File: src/rtl/hybrid_adder_pipe.sv
// Pipelined hybrid lookahead/ripple adder/subtractor: one GROUP-bit CLA slice per
// stage, carries rippling through stage registers, with a valid/ready stream interface.
module hybrid_adder_pipe #(
  parameter int WIDTH = 8,
  parameter int GROUP = 2
) (
  input  logic             clk,
  input  logic             rst_n,
  input  logic             in_valid,
  output logic             in_ready,
  input  logic [WIDTH-1:0] in_a,
  input  logic [WIDTH-1:0] in_b,
  input  logic             in_cin,
  input  logic             in_sub,
  output logic             out_valid,
  input  logic             out_ready,
  output logic [WIDTH-1:0] out_sum,
  output logic             out_cout,
  output logic             out_ovf
);

  localparam int NG = WIDTH / GROUP;

  if (GROUP < 1 || GROUP > 8 || (WIDTH % GROUP) != 0) begin : g_bad_params
    $error("hybrid_adder_pipe: WIDTH must be a multiple of GROUP, GROUP in 1..8");
  end

  // Flat lookahead: each carry is a sum of products of g/p and the slice carry-in.
  // Returns {carry into slice MSB, slice carry out, slice sum}.
  function automatic logic [GROUP+1:0] cla_slice(input logic [GROUP-1:0] a,
                                                 input logic [GROUP-1:0] b,
                                                 input logic             cin);
    logic [GROUP-1:0] p;
    logic [GROUP-1:0] g;
    logic [GROUP:0]   c;
    logic             term;
    logic             acc;
    p    = a ^ b;
    g    = a & b;
    c    = '0;
    c[0] = cin;
    for (int i = 1; i <= GROUP; i++) begin
      acc = cin;
      for (int j = 0; j < i; j++) acc = acc & p[j];
      for (int j = 0; j < i; j++) begin
        term = g[j];
        for (int m = j + 1; m < i; m++) term = term & p[m];
        acc = acc | term;
      end
      c[i] = acc;
    end
    return {c[GROUP-1], c[GROUP], p ^ c[GROUP-1:0]};
  endfunction

  // Stage k register holds: operand bits not yet consumed (shifted down so the
  // next slice is always at bit 0), the sum assembled so far, its carry and valid.
  logic [WIDTH-1:0] a_q [NG];
  logic [WIDTH-1:0] b_q [NG];
  logic [WIDTH-1:0] s_q [NG];
  logic             c_q [NG];
  logic             v_q [NG];
  logic             ovf_q;

  logic [WIDTH-1:0] a_d [NG];
  logic [WIDTH-1:0] b_d [NG];
  logic [WIDTH-1:0] s_d [NG];
  logic             c_d [NG];
  logic             v_d [NG];
  logic             ovf_d;

  // Handshake: a beat transfers on a side when valid & ready are both high at the
  // rising edge. The output stalls when out_valid & ~out_ready; a stall freezes every
  // stage (bubbles included) and drops in_ready, so inputs are refused that cycle.
  logic stall;
  assign stall    = v_q[NG-1] & ~out_ready;
  assign in_ready = ~stall;

  for (genvar k = 0; k < NG; k++) begin : g_stage
    logic [WIDTH-1:0] src_a;
    logic [WIDTH-1:0] src_b;
    logic [WIDTH-1:0] src_s;
    logic             src_c;
    logic             src_v;
    logic [GROUP+1:0] slice;
    logic [WIDTH-1:0] s_nxt;

    if (k == 0) begin : g_first
      // Subtraction is A + ~B + ~borrow; each beat carries its own conditioning.
      assign src_a = in_a;
      assign src_b = in_sub ? ~in_b : in_b;
      assign src_c = in_cin ^ in_sub;
      assign src_s = '0;
      assign src_v = in_valid;
    end else begin : g_next
      assign src_a = a_q[k-1];
      assign src_b = b_q[k-1];
      assign src_c = c_q[k-1];
      assign src_s = s_q[k-1];
      assign src_v = v_q[k-1];
    end

    assign slice = cla_slice(src_a[GROUP-1:0], src_b[GROUP-1:0], src_c);

    always_comb begin
      s_nxt = src_s;
      s_nxt[k*GROUP +: GROUP] = slice[GROUP-1:0];
    end

    assign a_d[k] = src_a >> GROUP;
    assign b_d[k] = src_b >> GROUP;
    assign s_d[k] = s_nxt;
    assign c_d[k] = slice[GROUP];
    assign v_d[k] = src_v;

    if (k == NG - 1) begin : g_last
      assign ovf_d = slice[GROUP+1] ^ slice[GROUP];
    end
  end

  always_ff @(posedge clk or negedge rst_n) begin
    if (!rst_n) begin
      for (int k = 0; k < NG; k++) begin
        a_q[k] <= '0;
        b_q[k] <= '0;
        s_q[k] <= '0;
        c_q[k] <= 1'b0;
        v_q[k] <= 1'b0;
      end
      ovf_q <= 1'b0;
    end else if (!stall) begin
      for (int k = 0; k < NG; k++) begin
        a_q[k] <= a_d[k];
        b_q[k] <= b_d[k];
        s_q[k] <= s_d[k];
        c_q[k] <= c_d[k];
        v_q[k] <= v_d[k];
      end
      ovf_q <= ovf_d;
    end
  end

  assign out_valid = v_q[NG-1];
  assign out_sum   = s_q[NG-1];
  assign out_cout  = c_q[NG-1];
  assign out_ovf   = ovf_q;

endmodule

File: config.mk
export PLATFORM = sky130hd
export DESIGN_NAME = hybrid_adder_pipe
export DESIGN_NICKNAME = d
export VERILOG_FILES = /design/src/rtl/hybrid_adder_pipe.sv
export SDC_FILE = /design/constraint.sdc
export NUM_CORES = 1
export LEC_CHECK = 0
export CAP_MARGIN = 5
export CORE_ASPECT_RATIO = 2
export CORE_MARGIN = 2
export CORE_UTILIZATION = 35
export CTS_BUF_LIST = sky130_fd_sc_hd__clkbuf_4
export CTS_CLUSTER_SIZE = 25
export DETAILED_ROUTE_END_ITERATION = 10
export HOLD_SLACK_MARGIN = 0.03
export PLACE_DENSITY_LB_ADDON = 0.15
export SYNTH_ARGS = -nofsm -noshare
export SYNTH_HDL_FRONTEND = slang
export SYNTH_SLANG_ARGS = --single-unit
File: constraint.sdc
create_clock -name clk -period 2.4 [get_ports clk]
set_input_delay 0.48 -clock clk [delete_from_list [all_inputs] [get_ports clk]]
set_output_delay 0.48 -clock clk [all_outputs]
set_load 0.05 [all_outputs]
Yosys cells after proc, flatten, opt, wreduce, memory -nomap -nowiden
Cells that the tools add are included.

Bits in registers: 53. Input port bits: 22. Logic and storage cells: 62.

Multiplexer cells: 1. Bitwise gates (word level): 42.

Operators with widths (number): 2-bit bitwise XOR (8); 1-bit bitwise AND (13); 1-bit OR (12); 2-bit bitwise AND (4); 8-bit two-way mux (1); 8-bit NOT (1); 1-bit NOT (2); 1-bit bitwise XOR (2).

Logic depth before layout (Yosys ltp)
Gate-level depths: netlist of the first run.

Depth after elaboration: 7. Depth in mapped cells: 6.

Worst setup path before layout of the first run
OpenSTA, ideal clock, no wires.

Kind: register -> output. From: register v_q (netlist bit out_valid). To: output in_ready. Buffers on the path: 2. Stages on the path, launching flop included: 5. Path slack: 758 ps. Arrival: 1162 ps. Path through: dfrtp_1 > nor2b_4 > buf_6 > inv_6 > buf_6.

Word-level cells in the longest chain between the ends: 2.

RTL lines: start: declaration (RTL line 61) `logic v_q [NG];`; start signal: indexed assignment (RTL line 136) `v_q[k] <= v_d[k];`; 1-bit bitwise AND (RTL line 75) `assign stall = v_q[NG-1] & ~out_ready;`; 1-bit NOT (RTL line 76) `assign in_ready = ~stall;`; end: declaration (RTL line 10) `output logic in_ready,`.

Every way passes these cells.

Final worst setup path of the first run
From: register ovf_q, in the netlist out_ovf. To: output out_ovf.

RTL lines: start: declaration (RTL line 62) `logic ovf_q;`; start signal: assignment (RTL line 138) `ovf_q <= ovf_d;`; end: declaration (RTL line 19) `output logic out_ovf`.

No word-level cell between the ends.

==> run metrics, run 1 <==
Worst Setup Slack, final 338 ps; global-route usage over all layers 12.4%; TritonCTS Buffers 5; number of H-tree levels 2; synthesized area 2410 um^2; maximum vdd drop between 0.4 and 0.5 mV; CP Data Required Time around 1900 ps; Die Y 121 um; Horiz. Die Dim 62.7 um; clock root buffer clkbuf_4; CP Cell Sequence clkdlybuf4s50_1; Setup WS pre-CTS 205 ps; switching part of the total 40.8%; area share of the largest cell type after synthesis 55.0%; post-synthesis async set-or-reset flop share between 90% and 100%; first-pass GRT wire length a little over 7000 um; CTS resizes 0; distinct cell type count after synthesis 20; Initial DRT Pass Iterations 3; register area share after synthesis 55.0%; number of hold-repair buffers added at the cts stage 0; antenna violations before repair 1; MaxCap Viol Count 0; Slew Limit Fails 0; Max Freq 485 MHz; skew final 16.4 ps; Synth area leaders dfrtp_1, nand2_1, ha_1, fa_1, xnor2_1; Syn Inst Count 250; DRT iter0 DRCs 40; setup violators final 0; power density over cell area 1250 nW/um^2; setup bufs post-CTS 0; YS warnings 0; Seq cells post-synth 53; clock-pin slew on the worst setup and hold paths 150 ps; drt total wl 4150 um; worst reg2reg startpoint g_stage[3].src_a[0]; Sequential Power Share approximately 43%; worst-path maximum fanout 2; top-count cell post-synth nand2_1; Ports 34; combinational share of power 43.2%; Leak Pwr 1.41 nW; die area around 7600 um^2; Psw 1.47 mW; Post-synth top cells nand2_1, dfrtp_1, ha_1, o21ai_0, nor2_1; Final Util between 40 and 50%; vias in the first global route 1,698; layout cells sized above 1 6.67%; fin crit period 2060 ps; worst path bufs/invs 1; Finished Cell Area 2890 um^2; worst reg2reg setup slack slightly below 800 ps; Startpoint Class flop; placed cell areas ~2800 um^2; max incr delay on CP 800 ps; setup tns final 0 ps; Buffers on Ports 33; Mapped Nets 288; ANT nets after route 0; CTS Sinks 53; CORE AREA 6620 um^2; GP Congestion 0.712; Slowest-stage cell, CP clkdlybuf4s50_1; Arrival @ worst endpoint 1580 ps; CP top delay family buffers and inverters; r2r endpoint out_ovf; drt via density 4.38; Setup crit end kind primary output; ys flop type dfrtp_1; WL per Instance approximately 11 um; status completed; largest net degree at the start of global routing 35; Max-slew headroom 58.8%; Hold Vio Cnt, Final 0; nets 322; crit path kind reg -> out; Synth area leader dfrtp_1; Clk pwr share 14.3%; FP Rows between 40 and 50; EDFF count, synth 0; Post-Place Cells 365; later-pin clock latency in the skew report roughly 390 ps; internal power 2.13 mW; Detailed Place HPWL between 2000 and 3000 um; Final period util 85.9%; Worst Reg2Reg Path Length in Cells 5; RSZ-0062 raised after global routing no; Max Buffers Root-to-Sink 2; initial core utilization between 30 and 40%; CTS tree done; via count ~1,600; class of the worst hold path in -> async; drt drc 0; Slew @ Worst Pin 618 ps; synthesis-to-finish area growth 19.9%; GRT overflow 0; syn_area_per_cell 9.64 um^2; Final Non-Filler Cells 374
[cell families (layout without fill, tap and decap cells)]
kind of cell	after synthesis	in the layout	synth area share, %
fa+ha+maj	16	16	9.55
other cells	0	1	0
flops	53	53	55.0
xor+xnor	13	13	4.72
simple gates	132	132	21.2
buf+inv	16	51	4.67
compound gates	20	20	4.83
[metal layers]
layer / vias up / part of all wire, % / track usage (%)
li1: 841 / - / -
met1: 765 / 38 / 11.0
met2: 26 / 56 / 24.4
met3: 7 / 3.4 / 2.97
met4: 0 / 3.0 / 7.50
met5: - / 0 / 0
[cells in the final DEF, fill, tap and decap left out]
master	n
fa_1	4
xor2_1	4
a21oi_2	1
o21ai_0	12
nand2b_1	1
ha_1	12
buf_4	6
o31ai_2	1
nor3_1	2
inv_6	1
nand2_1	118
clkdlybuf4s50_1	31
clkbuf_4	6
buf_12	1
xnor2_1	9
a21oi_1	4
buf_2	1
nor2_1	10
clkinv_1	1
o21a_1	2
bufinv_16	1
dfrtp_1	53
nor2b_4	1
diode_2	1
inv_1	3
[power by group through the flow]
stage | logic (mW) | clock network (mW) | registers (mW)
5_1_grt | 1.75 | 0.559 | 1.59
2_1_floorplan | 0.874 | 0 | 1.83
4_1_cts | 1.59 | 0.535 | 1.54
3_5_place_dp | 1.59 | 0 | 1.56
6_report | 1.56 | 0.514 | 1.53
3_3_place_gp | 1.57 | 0 | 1.55
[cell type report]
class                   count  area, um^2
inverters                   4        20.0
multi-input cells         181         971
repair buffers             39         380
clock inverters             2        33.8
diodes                      1        2.50
well taps                  88         110
flip-flops and latches     53        1330
clock buffers               6        45.0
fillers                   715        3730
[per-stage QoR]
stage                     power, mW  hold slack (ps)
final                          3.60             76.7
after global routing           3.90              103
after CTS                      3.67             80.2
after detailed placement       3.15              448
after global placement         3.12              442
after floorplan                2.70              184
[sequential cells by signal (all words and copies together) (netlist names)]
register	flops
g_stage.src_c	3
g_stage.src_a	12
out_valid	1
out_sum	8
g_stage.src_b	12
g_stage.src_v	3
g_stage.src_s	12
out_ovf	1
out_cout	1
[worst max-delay path by stage]
| stage | start | endpoint | slack, ps | depth (start not counted) |
|---|---|---|---|---|
| after floorplan | out_valid | in_ready | 760 | 4 |
| after global placement | in_sub | g_stage[1].src_s[1] | 240 | 6 |
| after detailed placement | in_sub | g_stage[1].src_s[1] | 200 | 6 |
| after CTS | out_sum[3] | out_sum[3] | 300 | 1 |
| after global routing | out_sum[6] | out_sum[6] | 280 | 1 |
| final | out_ovf | out_ovf | 340 | 1 |
[worst register-to-register path: cells and delay by family (launching register included)]
| kind | cells | cell delay [ps] |
|---|---|---|
| fa+ha+maj | 2 | 500 |
| flops | 1 | 450 |
| compound gates | 3 | 600 |
No activity file was read; power rests on OpenSTA's default activity.
==> inputs of run 2 (changes only) <==
Settings changed: SKIP_CTS_REPAIR_TIMING set to 1.
==> results of run 2 <==
No change in the layout: final DEF, timing and power equal those of run 1.
==> inputs of run 3 (changes only) <==
Settings changed: CTS_CLUSTER_SIZE 25 to 40, SLEW_MARGIN set to 15.
==> results of run 3 <==
No change in the layout: final DEF, timing and power equal those of run 1.
